[src/rtl/ik_swift_pkg.sv]
// Shared constants for the IK solver readback slave: sizing, byte address map
// and status bit positions.
package ik_swift_pkg;

    localparam int MAX_JOINT = 6;
    localparam int DW        = 36;

    localparam logic [7:0] STATUS       = 8'd0;
    localparam logic [7:0] ACK          = 8'd1;
    localparam logic [7:0] COUNT        = 8'd2;
    localparam logic [7:0] DELTA_BASE   = 8'd8;
    localparam logic [7:0] DELTA_STRIDE = 8'd8;
    localparam logic [2:0] MSB_OFFSET   = 3'd3;

    localparam int ST_READY   = 0;
    localparam int ST_OVERRUN = 1;
    localparam int ST_LOCKED  = 2;

    function automatic logic [7:0] pack_status(input logic locked, input logic overrun,
                                               input logic ready);
        logic [7:0] s;
        s              = 8'h00;
        s[ST_LOCKED]   = locked;
        s[ST_OVERRUN]  = overrun;
        s[ST_READY]    = ready;
        return s;
    endfunction

endpackage

[src/rtl/ik_swift_readback_if.sv]
// Read-only byte bus between a host master and the readback slave.
interface ik_swift_readback_if;
    import ik_swift_pkg::*;

    logic       chipselect;
    logic       read;
    logic [7:0] address;
    logic [7:0] readdata;

    modport master (output chipselect, output read, output address, input readdata);
    modport slave  (input chipselect, input read, input address, output readdata);

endinterface

[src/rtl/ik_delta_snapshot.sv]
// Snapshot buffer of MAX_JOINT solver deltas with a combinational byte read port;
// words are presented sign-extended to 40 bits, most significant byte at offset 3.
module ik_delta_snapshot #(
    parameter int MAX_JOINT = ik_swift_pkg::MAX_JOINT,
    parameter int DW        = ik_swift_pkg::DW
) (
    input  logic                    clk,
    input  logic                    reset,
    input  logic                    load_i,
    input  logic [MAX_JOINT*DW-1:0] delta_i,
    input  logic [4:0]              slot_i,
    input  logic [2:0]              off_i,
    output logic [7:0]              byte_o
);
    import ik_swift_pkg::*;

    logic [MAX_JOINT*DW-1:0] buf_q;
    logic [DW-1:0]           word_s;
    logic [39:0]             ext_s;

    // Buffer load on accepted capture; cleared by reset.
    always_ff @(posedge clk) begin
        if (!reset) begin
            buf_q <= '0;
        end else if (load_i) begin
            buf_q <= delta_i;
        end else begin
            buf_q <= buf_q;
        end
    end

    // Word select by slot; out-of-range slots read as zero.
    always_comb begin
        word_s = '0;
        for (int k = 0; k < MAX_JOINT; k++) begin
            if (slot_i == 5'(k)) begin
                word_s = buf_q[k*DW +: DW];
            end else begin
                word_s = word_s;
            end
        end
    end

    assign ext_s = {{(40-DW){word_s[DW-1]}}, word_s};

    // Byte lane select; offsets below MSB_OFFSET carry no data.
    always_comb begin
        case (off_i)
            3'd3:    byte_o = ext_s[39:32];
            3'd4:    byte_o = ext_s[31:24];
            3'd5:    byte_o = ext_s[23:16];
            3'd6:    byte_o = ext_s[15:8];
            3'd7:    byte_o = ext_s[7:0];
            default: byte_o = 8'h00;
        endcase
    end

endmodule

[src/rtl/ik_swift_readback.sv]
// Readback slave for IK solver joint deltas: address decode, lock/ack/overrun
// control and capture counting around the snapshot buffer.
module ik_swift_readback #(
    parameter int MAX_JOINT = ik_swift_pkg::MAX_JOINT,
    parameter int DW        = ik_swift_pkg::DW
) (
    input  logic                    clk,
    input  logic                    reset,
    ik_swift_readback_if.slave      bus,
    input  logic                    delta_valid,
    input  logic [MAX_JOINT*DW-1:0] delta,
    output logic                    result_ready
);
    import ik_swift_pkg::*;

    logic       locked_q, locked_d;
    logic       overrun_q, overrun_d;
    logic       ready_q, ready_d;
    logic [7:0] count_q, count_d;
    logic [7:0] rdata_q, rdata_d;

    logic       access_s;
    logic       ack_s;
    logic       delta_hit_s;
    logic       capture_s;
    logic [7:0] rel_s;
    logic [4:0] slot_s;
    logic [2:0] off_s;
    logic [7:0] snap_byte_s;
    logic [7:0] status_s;

    assign access_s    = bus.chipselect && bus.read;
    assign rel_s       = bus.address - DELTA_BASE;
    assign slot_s      = rel_s[7:3];
    assign off_s       = rel_s[2:0];
    assign delta_hit_s = (bus.address >= DELTA_BASE) && (slot_s < 5'(MAX_JOINT))
                         && (off_s >= MSB_OFFSET);
    assign ack_s       = access_s && (bus.address == ACK);
    assign status_s    = pack_status(locked_q, overrun_q, ready_q);
    // An ack in the same cycle releases the lock before the capture is judged.
    assign capture_s   = delta_valid && (!locked_q || ack_s);

    ik_delta_snapshot #(
        .MAX_JOINT (MAX_JOINT),
        .DW        (DW)
    ) u_snapshot (
        .clk    (clk),
        .reset  (reset),
        .load_i (capture_s),
        .delta_i(delta),
        .slot_i (slot_s),
        .off_i  (off_s),
        .byte_o (snap_byte_s)
    );

    // Control flag and counter next-state.
    always_comb begin
        locked_d  = locked_q;
        overrun_d = overrun_q;
        ready_d   = ready_q;
        count_d   = count_q;
        if (ack_s) begin
            locked_d  = 1'b0;
            overrun_d = 1'b0;
            ready_d   = 1'b0;
        end else if (access_s && delta_hit_s) begin
            locked_d = 1'b1;
        end else begin
            locked_d = locked_q;
        end
        if (capture_s) begin
            ready_d = 1'b1;
            count_d = count_q + 8'd1;
        end else if (delta_valid) begin
            overrun_d = 1'b1;
        end else begin
            count_d = count_q;
        end
    end

    // Read data mux; values reflect state before this edge's updates.
    always_comb begin
        rdata_d = rdata_q;
        if (access_s) begin
            case (bus.address)
                STATUS:  rdata_d = status_s;
                ACK:     rdata_d = status_s;
                COUNT:   rdata_d = count_q;
                default: rdata_d = delta_hit_s ? snap_byte_s : 8'h00;
            endcase
        end else begin
            rdata_d = rdata_q;
        end
    end

    // State registers.
    always_ff @(posedge clk) begin
        if (!reset) begin
            locked_q  <= 1'b0;
            overrun_q <= 1'b0;
            ready_q   <= 1'b0;
            count_q   <= 8'd0;
            rdata_q   <= 8'h00;
        end else begin
            locked_q  <= locked_d;
            overrun_q <= overrun_d;
            ready_q   <= ready_d;
            count_q   <= count_d;
            rdata_q   <= rdata_d;
        end
    end

    assign bus.readdata = rdata_q;
    assign result_ready = ready_q;

endmodule

[src/flat_wrapper.sv]
// flat-port wrapper written by rule: the top's interface ports become plain ports
module ik_swift_readback_flat import ik_swift_pkg::*;
#(
    parameter int MAX_JOINT = ik_swift_pkg::MAX_JOINT,
    parameter int DW        = ik_swift_pkg::DW
)
  (clk, reset, delta_valid, delta, result_ready, bus_chipselect, bus_read, bus_address, bus_readdata);
  ik_swift_readback_if bus_i ();
  input  logic clk;
  input  logic reset;
  input  logic delta_valid;
  input  logic [MAX_JOINT*DW-1:0] delta;
  output logic result_ready;
  input wire logic [$bits(bus_i.chipselect)-1:0] bus_chipselect;
  input wire logic [$bits(bus_i.read)-1:0] bus_read;
  input wire logic [$bits(bus_i.address)-1:0] bus_address;
  output wire logic [$bits(bus_i.readdata)-1:0] bus_readdata;
  assign bus_i.chipselect = bus_chipselect;
  assign bus_i.read = bus_read;
  assign bus_i.address = bus_address;
  assign bus_readdata = bus_i.readdata;
  ik_swift_readback #(.MAX_JOINT(MAX_JOINT), .DW(DW)) u_core (.clk(clk), .reset(reset), .bus(bus_i), .delta_valid(delta_valid), .delta(delta), .result_ready(result_ready));
endmodule
[config.mk]
export PLATFORM = sky130hd
export DESIGN_NAME = ik_swift_readback_flat
export DESIGN_NICKNAME = d
export VERILOG_FILES = /design/src/rtl/ik_swift_pkg.sv /design/src/rtl/ik_swift_readback_if.sv /design/src/rtl/ik_delta_snapshot.sv /design/src/rtl/ik_swift_readback.sv /design/src/flat_wrapper.sv
export SDC_FILE = /design/constraint.sdc
export NUM_CORES = 1
export LEC_CHECK = 0
export CORE_UTILIZATION = 42
export DETAILED_ROUTE_END_ITERATION = 12
export PLACE_DENSITY = 0.68
export SLEW_MARGIN = 20
export SYNTH_ARGS = -nofsm -noshare
export SYNTH_HDL_FRONTEND = slang
export SYNTH_SLANG_ARGS = --single-unit
[constraint.sdc]
create_clock -name clk -period 7.3 [get_ports clk]
set_input_delay 1.46 -clock clk [delete_from_list [all_inputs] [get_ports clk]]
set_output_delay 1.46 -clock clk [all_outputs]
set_load 0.05 [all_outputs]
==> summary.md <==
| Metric | Value |
|---|---|
| CTS clk-pin slew, worst paths | around 0.060 ns |
| Nets | ~1,900 |
| Vias in the first global route | about 10,000 |
| Rows | 60 |
| Crit path capture type | register |
| Min Tclk post-route | 4.707 ns |
| Global Route Usage Sum | between 20 and 30% |
| Total grt overflow | 0 |
| Hold crit path type | register to register |
| CTS tree | built |
| Placeable Area | roughly 27,000 um2 |
| 1st-iter DRT viols | between 1,000 and 1,500 |
| Synth Register Bits | between 200 and 250 |
| Initial core utilization | approximately 43% |
| Core occupancy in the finished layout | between 50 and 60% |
| FFs w/ async S/R, synth | 0% |
| First-pass GRT wire length | approximately 60,000 um |
| Crit share post-route | approximately 64% |
| Post-synthesis simple-gate area fraction | 22.92% |
| Max-cap viol count | 0 |
| Cell area after layout | between 10,000 and 15,000 um2 |
| Vias | approximately 11,000 |
| Largest fanout on the critical path | 28 |
| Vias per cell | between 5 and 6 |
| Syn Area/Cell | 7.847 um2 |
| Crit Path Category | primary input to register |
| Worst skew pair latency | roughly 0.54 ns |
| Cell variety after synth | 64 |
| Io pins | 238 |
| RSZ-0062 raised after global routing | no |
| Area Growth Syn to Fin | 27.22% |
| H-tree depth | 1 |
| Main synth FF type | dfxtp_1 |
| TritonCTS Buffers | 25 |
| Chip height | roughly 170 um |
| Syn Nets | 1,703 |
| Gpl congestion | a little under 1 |
| Post-synth EDFFs | 0 |
| Mux contribution to synthesized area | less than 1% |
| Fin. Hold Viols | 0 |
| CTS Hold Bufs | 0 |
| Final Max Tran Viols | 0 |
| DIE WIDTH | about 170 um |
| Worst slew pin tran | ~0.87 ns |
| Root Buffer | clkbuf_16 |
| Initial antenna violation count | 0 |
| Sequential share of the synthesized area | between 40% and 50% |
| Post-Synth XOR/XNOR Area | less than 1% |
| Pin count of the biggest net entering global routing | 120 |
| Main combinational cell family by area after synthesis | compound AO/OA/AOI/OAI gates |
| Mapped Area | approximately 12,000 um2 |
| Max VDD drop | 162.5 uV |
| Drt wl/cell | 20.69 um |
| Share of layout cells above drive strength 1 | about 4.7% |
| Max clock buf depth | 3 |
| Clock Skew | 0.01619 ns |
| CTS Sinks | about 240 |
| N_diodes | 0 |
| Worst slew margin | between 40 and 50% |
| HPWL Detailed | about 30,000 um |
| Max Clk Rate | around 210 MHz |
| Die area | about 28,000 um2 |
| Router iterations before antenna repair | 6 |
| Power Density | between 200 and 250 nW/um2 |
| Final cell count without fillers | ~2,000 |
| TNS Setup | 0 ns |
| Synth Area in Compound Gates | 28.49% |
| Worst endpoint required time | about 7.7 ns |
| Port bufs | ~240 |
| CP arrival | ~5.1 ns |
| Adder-cell share of the synthesized area | 0.6517% |
| Leak | between 0.005 and 0.006 uW |
| Post-CTS Resized | 0 |
| DRT antenna net count | 0 |
| Area post-placement | approximately 14,000 um2 |
| Yosys warnings | 0 |
| Startpoint types | primary input |
| DR DRC count | 0 |
| Final-report setup violation count | 0 |
| Drt total wl | between 40,000 and 50,000 um |
| Synth Instances | approximately 1,500 |
| Status | finished, final reports clean |
| Setup Buffers After CTS | 0 |
| Cell Count Post-Placement | 1,942 |
==> critical path, cell delays in order <==
cell             delay, ns
clkdlybuf4s50_1       0.56
inv_1                 0.18
ha_1                  0.40
nor3b_4               0.46
xnor2_1               0.28
buf_4                 0.27
nand3_2               0.49
o221a_2               0.51
a211oi_1              0.25
o211a_1               0.19
a211oi_1              0.06
==> flip-flops by register name, indices dropped and copies added (netlist names) <==
signal                   count
u_core.locked_q              1
u_core.result_ready          1
u_core.overrun_q             1
u_core.bus.readdata          8
u_core.u_snapshot.buf_q    216
u_core.count_q               8
==> placed cells by master, fill, tap and decap left out, types with 18 or more instances in the layout <==
master | Yosys | routed
a21boi_0 | 19 | 19
and2_1 | 19 | 19
o21ai_0 | 53 | 53
clkdlybuf4s50_1 | 0 | 236
a21boi_1 | 199 | 199
nand2_1 | 501 | 500
a21oi_1 | 61 | 61
nor2_1 | 20 | 20
clkbuf_16 | 0 | 25
o221ai_1 | 18 | 18
dfxtp_1 | 235 | 235
==> final cells by class <==
class	count	area [um2]
repair buffers	251	2512
well taps	341	426.7
flip-flops and latches	235	4705
clock buffers	35	733.2
fillers	2581	12300
clock inverters	9	108.9
multi-input cells	1103	6125
inverters	12	45.04
==> routing by layer <==
| layer | wire length (um) | GRT usage (%) | up-vias |
|---|---|---|---|
| met4 | 1355 | 9.374 | 0 |
| met3 | 3604 | 6.405 | 75 |
| li1 | - | - | 5354 |
| met5 | 0 | 0 | - |
| met2 | 17130 | 42.10 | 445 |
| met1 | 19010 | 40.89 | 5169 |
==> logic make-up (layout without fill, tap and decap cells) <==
group | after synthesis | count (layout)
AO/OA/AOI/OAI | 459 | 459
XOR/XNOR | 10 | 10
adder cells (fa/ha/maj) | 6 | 6
buffers and inverters | 130 | 307
flip-flops | 235 | 235
multiplexers | 2 | 2
AND/OR/NAND/NOR | 626 | 626
==> through the flow <==
stage          hold WS (ns)  power [uW]  setup slack [ns]
2_1_floorplan        0.4300        1673             3.767
3_3_place_gp         0.4396        1894             2.262
3_5_place_dp         0.4423        1897             2.147
4_1_cts              0.4509        3187             2.685
5_1_grt              0.4718        3294             2.358
6_report             0.4513        3180             2.593
==> synthesized netlist by cell type, types with 5 or more instances <==
| master | count | share of area (%) |
|---|---|---|
| nor3_1 | 17 | 0.74 |
| o21a_1 | 17 | 1.1 |
| and3_1 | 11 | 0.60 |
| inv_1 | 10 | 0.33 |
| o221ai_1 | 18 | 1.4 |
| xnor2_1 | 9 | 0.68 |
| o2bb2ai_1 | 7 | 0.53 |
| a31oi_1 | 10 | 0.54 |
| and2_1 | 19 | 1.0 |
| and3b_1 | 6 | 0.46 |
| dfxtp_1 | 235 | 41 |
| o221a_2 | 5 | 0.49 |
| nand4_1 | 5 | 0.27 |
| buf_4 | 5 | 0.33 |
| nand2_1 | 501 | 16 |
| a21oi_1 | 61 | 2.7 |
| ha_1 | 6 | 0.65 |
| a311oi_1 | 5 | 0.38 |
| a21boi_0 | 19 | 1.2 |
| nor2_1 | 20 | 0.65 |
| a21boi_1 | 199 | 13 |
| buf_1 | 5 | 0.16 |
| clkbuf_1 | 61 | 2.0 |
| nand3b_1 | 8 | 0.52 |
| a22oi_1 | 9 | 0.59 |
| buf_6 | 22 | 2.2 |
| buf_2 | 25 | 1.1 |
| a211oi_1 | 16 | 1.0 |
| nand3_1 | 14 | 0.61 |
| o21ai_0 | 53 | 2.3 |
| a221oi_1 | 5 | 0.38 |
==> final timing paths <==
path	slack, ns	depth (start not counted)	from	end
worst max register to register	5.21	5	u_core.locked_q$_SDFFE_PP0P_	u_core.u_snapshot.buf_q[65]$_SDFFE_PN0P_
worst min register to register	0.45	2	u_core.u_snapshot.buf_q[71]$_SDFFE_PN0P_	u_core.u_snapshot.buf_q[71]$_SDFFE_PN0P_
worst max-delay path	2.59	11	bus_address[3]	u_core.bus.readdata[6]$_SDFFE_PN0P_
worst min-delay path	0.45	2	u_core.u_snapshot.buf_q[71]$_SDFFE_PN0P_	u_core.u_snapshot.buf_q[71]$_SDFFE_PN0P_
==> report_power, final <==
part / switching, uW / internal (uW) / total [uW]
Clock: 532 / 771 / 1300
Sequential: 60.0 / 1360 / 1420
Combinational: 245 / 216 / 461
Total: 837 / 2340 / 3180
No activity file was read; power rests on OpenSTA's default activity.
